File: src/rtl/obi_ext_master_buffer.sv
// obi_ext_master_buffer: request FIFO and outstanding-transaction limiter
// between the external-core crossbar and the mochila_top master port.
// Optional watchdog with synthetic error completion: OBI_EXT_BUF_TIMEOUT_EN.
module obi_ext_master_buffer #(
    parameter int          FIFO_DEPTH      = 4,
    parameter int          MAX_OUTSTANDING = 2,
    parameter int          TIMEOUT_CYCLES  = 1024,
    parameter logic [31:0] TIMEOUT_RDATA   = 32'hBADC_AB1E
) (
    input  logic        clk_i,
    input  logic        rst_i,
    input  logic        master_req_i,
    input  logic        master_we_i,
    input  logic [3:0]  master_be_i,
    input  logic [31:0] master_addr_i,
    input  logic [31:0] master_wdata_i,
    output logic        master_gnt_o,
    output logic        master_rvalid_o,
    output logic [31:0] master_rdata_o,
    output logic        slave_req_o,
    output logic        slave_we_o,
    output logic [3:0]  slave_be_o,
    output logic [31:0] slave_addr_o,
    output logic [31:0] slave_wdata_o,
    input  logic        slave_gnt_i,
    input  logic        slave_rvalid_i,
    input  logic [31:0] slave_rdata_i,
    output logic [3:0]  outstanding_o,
    output logic        fifo_full_o,
    output logic        timeout_o
);

    localparam int AW = $clog2(FIFO_DEPTH);
    localparam int EW = 1 + 4 + 32 + 32;
    localparam logic [3:0] MAX_OS = 4'(MAX_OUTSTANDING);

    logic [EW-1:0] mem [FIFO_DEPTH];
    logic [AW:0]   wptr;
    logic [AW:0]   rptr;
    logic [EW-1:0] head;
    logic          full;
    logic          empty;
    logic          push;
    logic          pop;
    logic [3:0]    fwd_cnt;
    logic [3:0]    drop_cnt;
    logic [3:0]    in_flight;
    logic          fwd_rsp;
    logic          retire;
    logic          timeout_fire;

    // Extra pointer bit separates full (MSBs differ) from empty (equal).
    assign full  = (wptr[AW] != rptr[AW]) &&
                   (wptr[AW-1:0] == rptr[AW-1:0]);
    assign empty = (wptr == rptr);
    assign head  = mem[rptr[AW-1:0]];

    assign in_flight     = fwd_cnt + drop_cnt;
    assign outstanding_o = in_flight;
    assign fifo_full_o   = full;

    assign master_gnt_o = !full && !rst_i;
    assign push         = master_req_i && master_gnt_o;

    assign slave_req_o = !empty && (in_flight < MAX_OS) && !rst_i;
    assign pop         = slave_req_o && slave_gnt_i;
    assign {slave_we_o, slave_be_o, slave_addr_o, slave_wdata_o} =
        slave_req_o ? head : '0;

    // Responses only pass through once every timed-out answer is swallowed.
    assign fwd_rsp = slave_rvalid_i && (drop_cnt == 4'd0) && !rst_i;
    assign retire  = fwd_rsp || timeout_fire;

    assign master_rvalid_o = retire;
    assign master_rdata_o  = timeout_fire ? TIMEOUT_RDATA :
                             fwd_rsp      ? slave_rdata_i : 32'd0;
    assign timeout_o       = timeout_fire;

    // FIFO storage write; contents need no reset, pointers gate validity.
    always_ff @(posedge clk_i) begin
        if (push) begin
            mem[wptr[AW-1:0]] <= {master_we_i, master_be_i,
                                  master_addr_i, master_wdata_i};
        end
    end

    // FIFO pointers, wrapping modulo depth with the extra lap bit.
    always_ff @(posedge clk_i or posedge rst_i) begin
        if (rst_i) begin
            wptr <= '0;
            rptr <= '0;
        end else begin
            if (push) wptr <= wptr + 1'b1;
            if (pop)  rptr <= rptr + 1'b1;
        end
    end

    // Forwarded in-flight count: +1 per issue, -1 per completion.
    always_ff @(posedge clk_i or posedge rst_i) begin
        if (rst_i) begin
            fwd_cnt <= 4'd0;
        end else begin
            fwd_cnt <= fwd_cnt + {3'd0, pop} - {3'd0, retire};
        end
    end

`ifdef OBI_EXT_BUF_TIMEOUT_EN
    localparam int WDW = $clog2(TIMEOUT_CYCLES) + 1;
    localparam logic [WDW-1:0] WD_LAST = WDW'(TIMEOUT_CYCLES - 1);

    logic [WDW-1:0] wd_cnt;
    logic           drop_rsp;

    assign drop_rsp     = slave_rvalid_i && (drop_cnt != 4'd0);
    assign timeout_fire = (fwd_cnt != 4'd0) && (wd_cnt == WD_LAST) &&
                          !slave_rvalid_i && !rst_i;

    // Watchdog: counts idle cycles of the oldest forwarded transaction.
    always_ff @(posedge clk_i or posedge rst_i) begin
        if (rst_i) begin
            wd_cnt <= '0;
        end else if (fwd_cnt == 4'd0 || fwd_rsp || timeout_fire) begin
            wd_cnt <= '0;
        end else if (wd_cnt != WD_LAST) begin
            wd_cnt <= wd_cnt + 1'b1;
        end
    end

    // Late answers owed by the slave for transactions already completed.
    always_ff @(posedge clk_i or posedge rst_i) begin
        if (rst_i) begin
            drop_cnt <= 4'd0;
        end else begin
            drop_cnt <= drop_cnt + {3'd0, timeout_fire} - {3'd0, drop_rsp};
        end
    end
`else
    assign timeout_fire = 1'b0;
    assign drop_cnt     = 4'd0;
`endif

endmodule
File: config.mk
export PLATFORM = sky130hd
export DESIGN_NAME = obi_ext_master_buffer
export DESIGN_NICKNAME = d
export VERILOG_FILES = /design/src/rtl/obi_ext_master_buffer.sv
export SDC_FILE = /design/constraint.sdc
export NUM_CORES = 1
export LEC_CHECK = 0
export BUFFER_PORTS_ARGS = -buffer_cell sky130_fd_sc_hd__buf_2
export CAP_MARGIN = 20
export CORE_MARGIN = 5
export CORE_UTILIZATION = 40
export CTS_CLUSTER_DIAMETER = 80
export CTS_CLUSTER_SIZE = 8
export DETAILED_ROUTE_END_ITERATION = 8
export SYNTH_ARGS = -nofsm -noshare
export SYNTH_HDL_FRONTEND = slang
export SYNTH_SLANG_ARGS = --single-unit
File: constraint.sdc
create_clock -name clk_i -period 5.75 [get_ports clk_i]
set_input_delay 1.4375 -clock clk_i [delete_from_list [all_inputs] [get_ports clk_i]]
set_output_delay 1.4375 -clock clk_i [all_outputs]
set_load 0.02 [all_outputs]
Yosys cells after proc, flatten, opt, wreduce, memory -nomap -nowiden

Memory sizes are Yosys's and may differ from the RTL's.
Index checks and enable logic that the tools add are counted.

Flip-flop bits (word level): 10
RAM bits: 276
Bits of input ports: 106
Memories kept: 1

Add/subtract/negate cells: 4
$lt $le $gt $ge: 1
Eq/ne operators: 3
Mux-type cells: 4
Reductions and logical operators: 10

Memories:

| name | words | width | rd ports | clocked after memory_dff | wr ports | line | text |
|---|---|---|---|---|---|---|---|
| mem  | 4     | 69    | 1        | 0                        | 1        | 37   | `logic [EW-1:0] mem [FIFO_DEPTH];` |

Operator list:

| kind                  | number |
|---|---|
| $mux W69              | 1 |
| $mux W32              | 1 |
| $logic_and A1 B1 Y1   | 7 |
| $add A3 B1 Y3 const B | 2 |
| $add A4 B1 Y4         | 1 |
| $lt A4 B2 Y1 const B  | 1 |
| $sub A4 B1 Y4         | 1 |
| $eq A3 B3 Y1          | 1 |
| $logic_not A1 Y1      | 3 |
| $eq A2 B2 Y1          | 1 |
| $mux W1               | 2 |
| $ne A1 B1 Y1          | 1 |

Longest topological paths before layout

Depth in word-level cells: 7
Depth in mapped cells: 9
Gate-level depth less buffers: 9

Worst setup path before layout

Ideal clock, no wire load.

Kind: input to register
Start point: in rst_i
End point: mem mem[0][0] in the netlist's numbering (enable)
Setup time: 0.435 ns
Arrival time: 3.480 ns
Required time: 5.315 ns
Path slack: 1.835 ns
Stages on the path: 3
Path buffers: 0
Cells stage by stage: nand2b_1 -> a31oi_4 -> and2_1

Cells in the longest elaborated chain, start to end: 5

RTL lines:

| item                          | line | text |
|---|---|---|
| start: declaration            | 11   | `input logic rst_i,` |
| $logic_not A1 Y1 (no line)    | n/a  |  |
| $logic_and A1 B1 Y1           | 62   | `assign master_gnt_o = !full && !rst_i;` |
| $logic_and A1 B1 Y1           | 63   | `assign push = master_req_i && master_gnt_o;` |
| $mux W1                       | 81   | `if (push) begin` |
| $mux W1 (implied by the code) | 82   | `mem[wptr[AW-1:0]] <= {master_we_i, master_be_i,` |
| end: declaration              | 37   |  |

Every way passes these cells.

Final worst setup path

Start point: in rst_i
End point: out slave_addr_o[23]

Cells in the longest elaborated chain, start to end: 3

RTL lines:

| item                       | line | text |
|---|---|---|
| $logic_not A1 Y1 (no line) | n/a  |  |
| $logic_and A1 B1 Y1        | 65   | `assign slave_req_o = !empty && (in_flight < MAX_OS) && !rst_i;` |
| $mux W69                   | 68   | `slave_req_o ? head : '0;` |
| end: declaration           | 23   | `output logic [31:0] slave_addr_o,` |

Every way passes these cells.

==> impl_metrics.toml <==
[floorplan]
die-area_um2 = 32000
die_h_um = 179
core_um2 = 27900
ioPinCount = 216
start_util_pct = 40.8
dieWidth_um = 179
rows = 61

[logic_synthesis]
synth_top_area_cell = "edfxtp_1"
ys.warnings.count = 0
synthArstFlopShare_pct = 3.50
synth.avg_cell_area_um2 = 21.1
syn-cell-area_um2 = 11400
synth_cell_types = 29
synth_nets = 656
ys_ff_latch = 286
synth_edf_count = 276
synth_area_leaders = "edfxtp_1 73%, mux4_2 14%, nor2b_1 3.8%"
synth_top_cell_area_share_pct = 72.7
synthCells = 539
synth_top_flop_cell = "edfxtp_1"
yosysSeqAreaShare_pct = 74.9

[sta]
drv_slew = 0
setup_viol = 0
period_share_pct = 74.2
period_minus_slack_ns = 4.27
clock.fmax_mhz = 234
hold_viol = 0
rsz0062_at_grt = "false"
slew_headroom_pct = 43.3
worst_clock_skew_ns = 0.00983
fin_tns_setup_ns = 0
worstMarginPinSlew_ns = 0.850

[final_layout]
multi_input_comb_area_um2 = 2660
seqCellArea_um2 = 8550
mostFrequentLayoutCell = "edfxtp_1"
n_antenna_cell = 0
layout_common_cells = "276 x edfxtp_1, 214 x buf_2, 70 x nor2b_1"
num-fill-cells = 2317
syn_to_final_growth_pct = 22.6
drive_above_1_share_pct = 44.2
nets = 895

[setup_path]
startpoint = "rst_i"
cp.arrival_ns = 2.83
worst-path-max-fanout = 70
critPathKind = "in -> out"
critPathCapture = "slave_addr_o[23]"
crit_required_ns = 4.31
end_kind = "output port"
reg2reg_slack_ns = 2.17
r2r-end = "mem[3][31]$_DFFE_PP_"
cp-start-kind = "input port"
worstRegToRegCells = 5
timing.rr.start = "rptr[1]$_DFFE_PP0P_"

[min_path]
hold_depth = 1
hold_path_class = "reg -> reg"

[clock_tree]
cts_tree = "built"
clk_path_buf_depth = 3
clk_latency_ns = 0.49
cts_root_buffer = "clkbuf_16"
clk_pin_slew_ns = 0.05
numCtsBuffers = 41
htree_levels = 2
cts.repair.resized = 0
cts_setup_buffers = 0
cts.sinks = 286
hold_buffers = 0

[route]
wl_per_cell_um = 19.4
vias = 5704
drt-initial-drc-count = 280
vias_per_cell = 4.88
wl_mm = 22.7
drc_errors = 0
ant_nets = 0
drtPass1Iterations = 4

[place]
gp_congestion = 0.711
portBuffers = 214
hpwl_mm = 13.8

[grt]
grt_max_degree = 71
grt_pass1_wl_mm = 34.3
grt-ovfl-total = 0
antenna_found_initial = 2
grtUsageTotal_pct = 14.0
grt_pass1_vias = 6234

[power_and_ir_drop]
p_per_area_nw_per_um2 = 450
leakage_nw = 5.08
peakVddDrop_v = 0.000237
totalPowerFinal_mw = 6.29

[status]
status = "finished clean"

[flow_run]
drv_cap = 0
## final cells by class
type,count,share of cell area [%]
clock buffer,56,7.75
clock inverter,1,0.0269
inverter,15,0.412
multi-input combinational,211,19.0
sequential,286,61.2
tap,378,3.39
timing repair buffer,223,8.24
## sequential cells by signal, summed over array words and instances, names as in the netlist
signal	flops
mem	276
wptr	3
rptr	3
fwd_cnt	4
## stage by stage
step	hold WS, ns	instances	utilization (%)	setup slack, ns	instance area (um2)
6_report	0.517	1170	50.0	1.48	14000
4_1_cts	0.524	1169	49.9	1.37	13900
2_1_floorplan	0.495	539	-	1.84	11400
5_1_grt	0.536	1170	50.0	1.26	14000
3_5_place_dp	0.514	1112	46.0	1.43	12900
3_3_place_gp	0.514	1112	46.0	1.46	12900
## cells in the mapped netlist (all sizes together) (2+ instances only)
cell and count:
edfxtp 276, nor2b 70, mux4 69, and2 36
buf 24, inv 15, dfrtp 10, ha 10
xnor2 7, xor2 4, clkbuf 3, mux2 2
o311ai 2
## per-layer routing
metal	vias up	track usage, %	share of wire [%]
li1	2588	-	-
met1	2874	17.0	40
met2	197	24.8	51
met3	41	4.01	7.9
met4	4	3.36	1.7
met5	-	0	0.062
## power breakdown
| group | internal, mW | leakage, nW | switching (mW) |
|---|---|---|---|
| Clock | 1.28 | 0.525 | 0.757 |
| Combinational | 0.732 | 1.93 | 0.799 |
| Sequential | 2.58 | 2.62 | 0.145 |
## worst min-delay path by stage
stage | start | to
detailed placement | wptr[2]$_DFFE_PP0N_ | wptr[2]$_DFFE_PP0N_
CTS | wptr[2]$_DFFE_PP0N_ | wptr[2]$_DFFE_PP0N_
finish | wptr[2]$_DFFE_PP0N_ | wptr[2]$_DFFE_PP0N_
floorplan | wptr[2]$_DFFE_PP0N_ | wptr[2]$_DFFE_PP0N_
global placement | wptr[2]$_DFFE_PP0N_ | wptr[2]$_DFFE_PP0N_
global route | wptr[2]$_DFFE_PP0N_ | wptr[2]$_DFFE_PP0N_
## kinds of logic (layout without fill, tap and decap cells)
group	Yosys count	count (layout)	synth area share, %
compound gates	7	7	0.889
xor+xnor	11	11	1.04
fa+ha+maj	11	11	1.27
buf+inv	42	295	1.83
flops	286	286	74.9
mux	71	71	13.9
other cells	1	1	0.0329
simple gates	110	110	6.14
## critical path, stage by stage
cell	delay, ns
buf_2	0.14
nor3b_4	0.29
o31ai_4	0.11
buf_4	0.37
nor2b_1	0.27
buf_2	0.20
No activity file was read; power rests on OpenSTA's default activity.
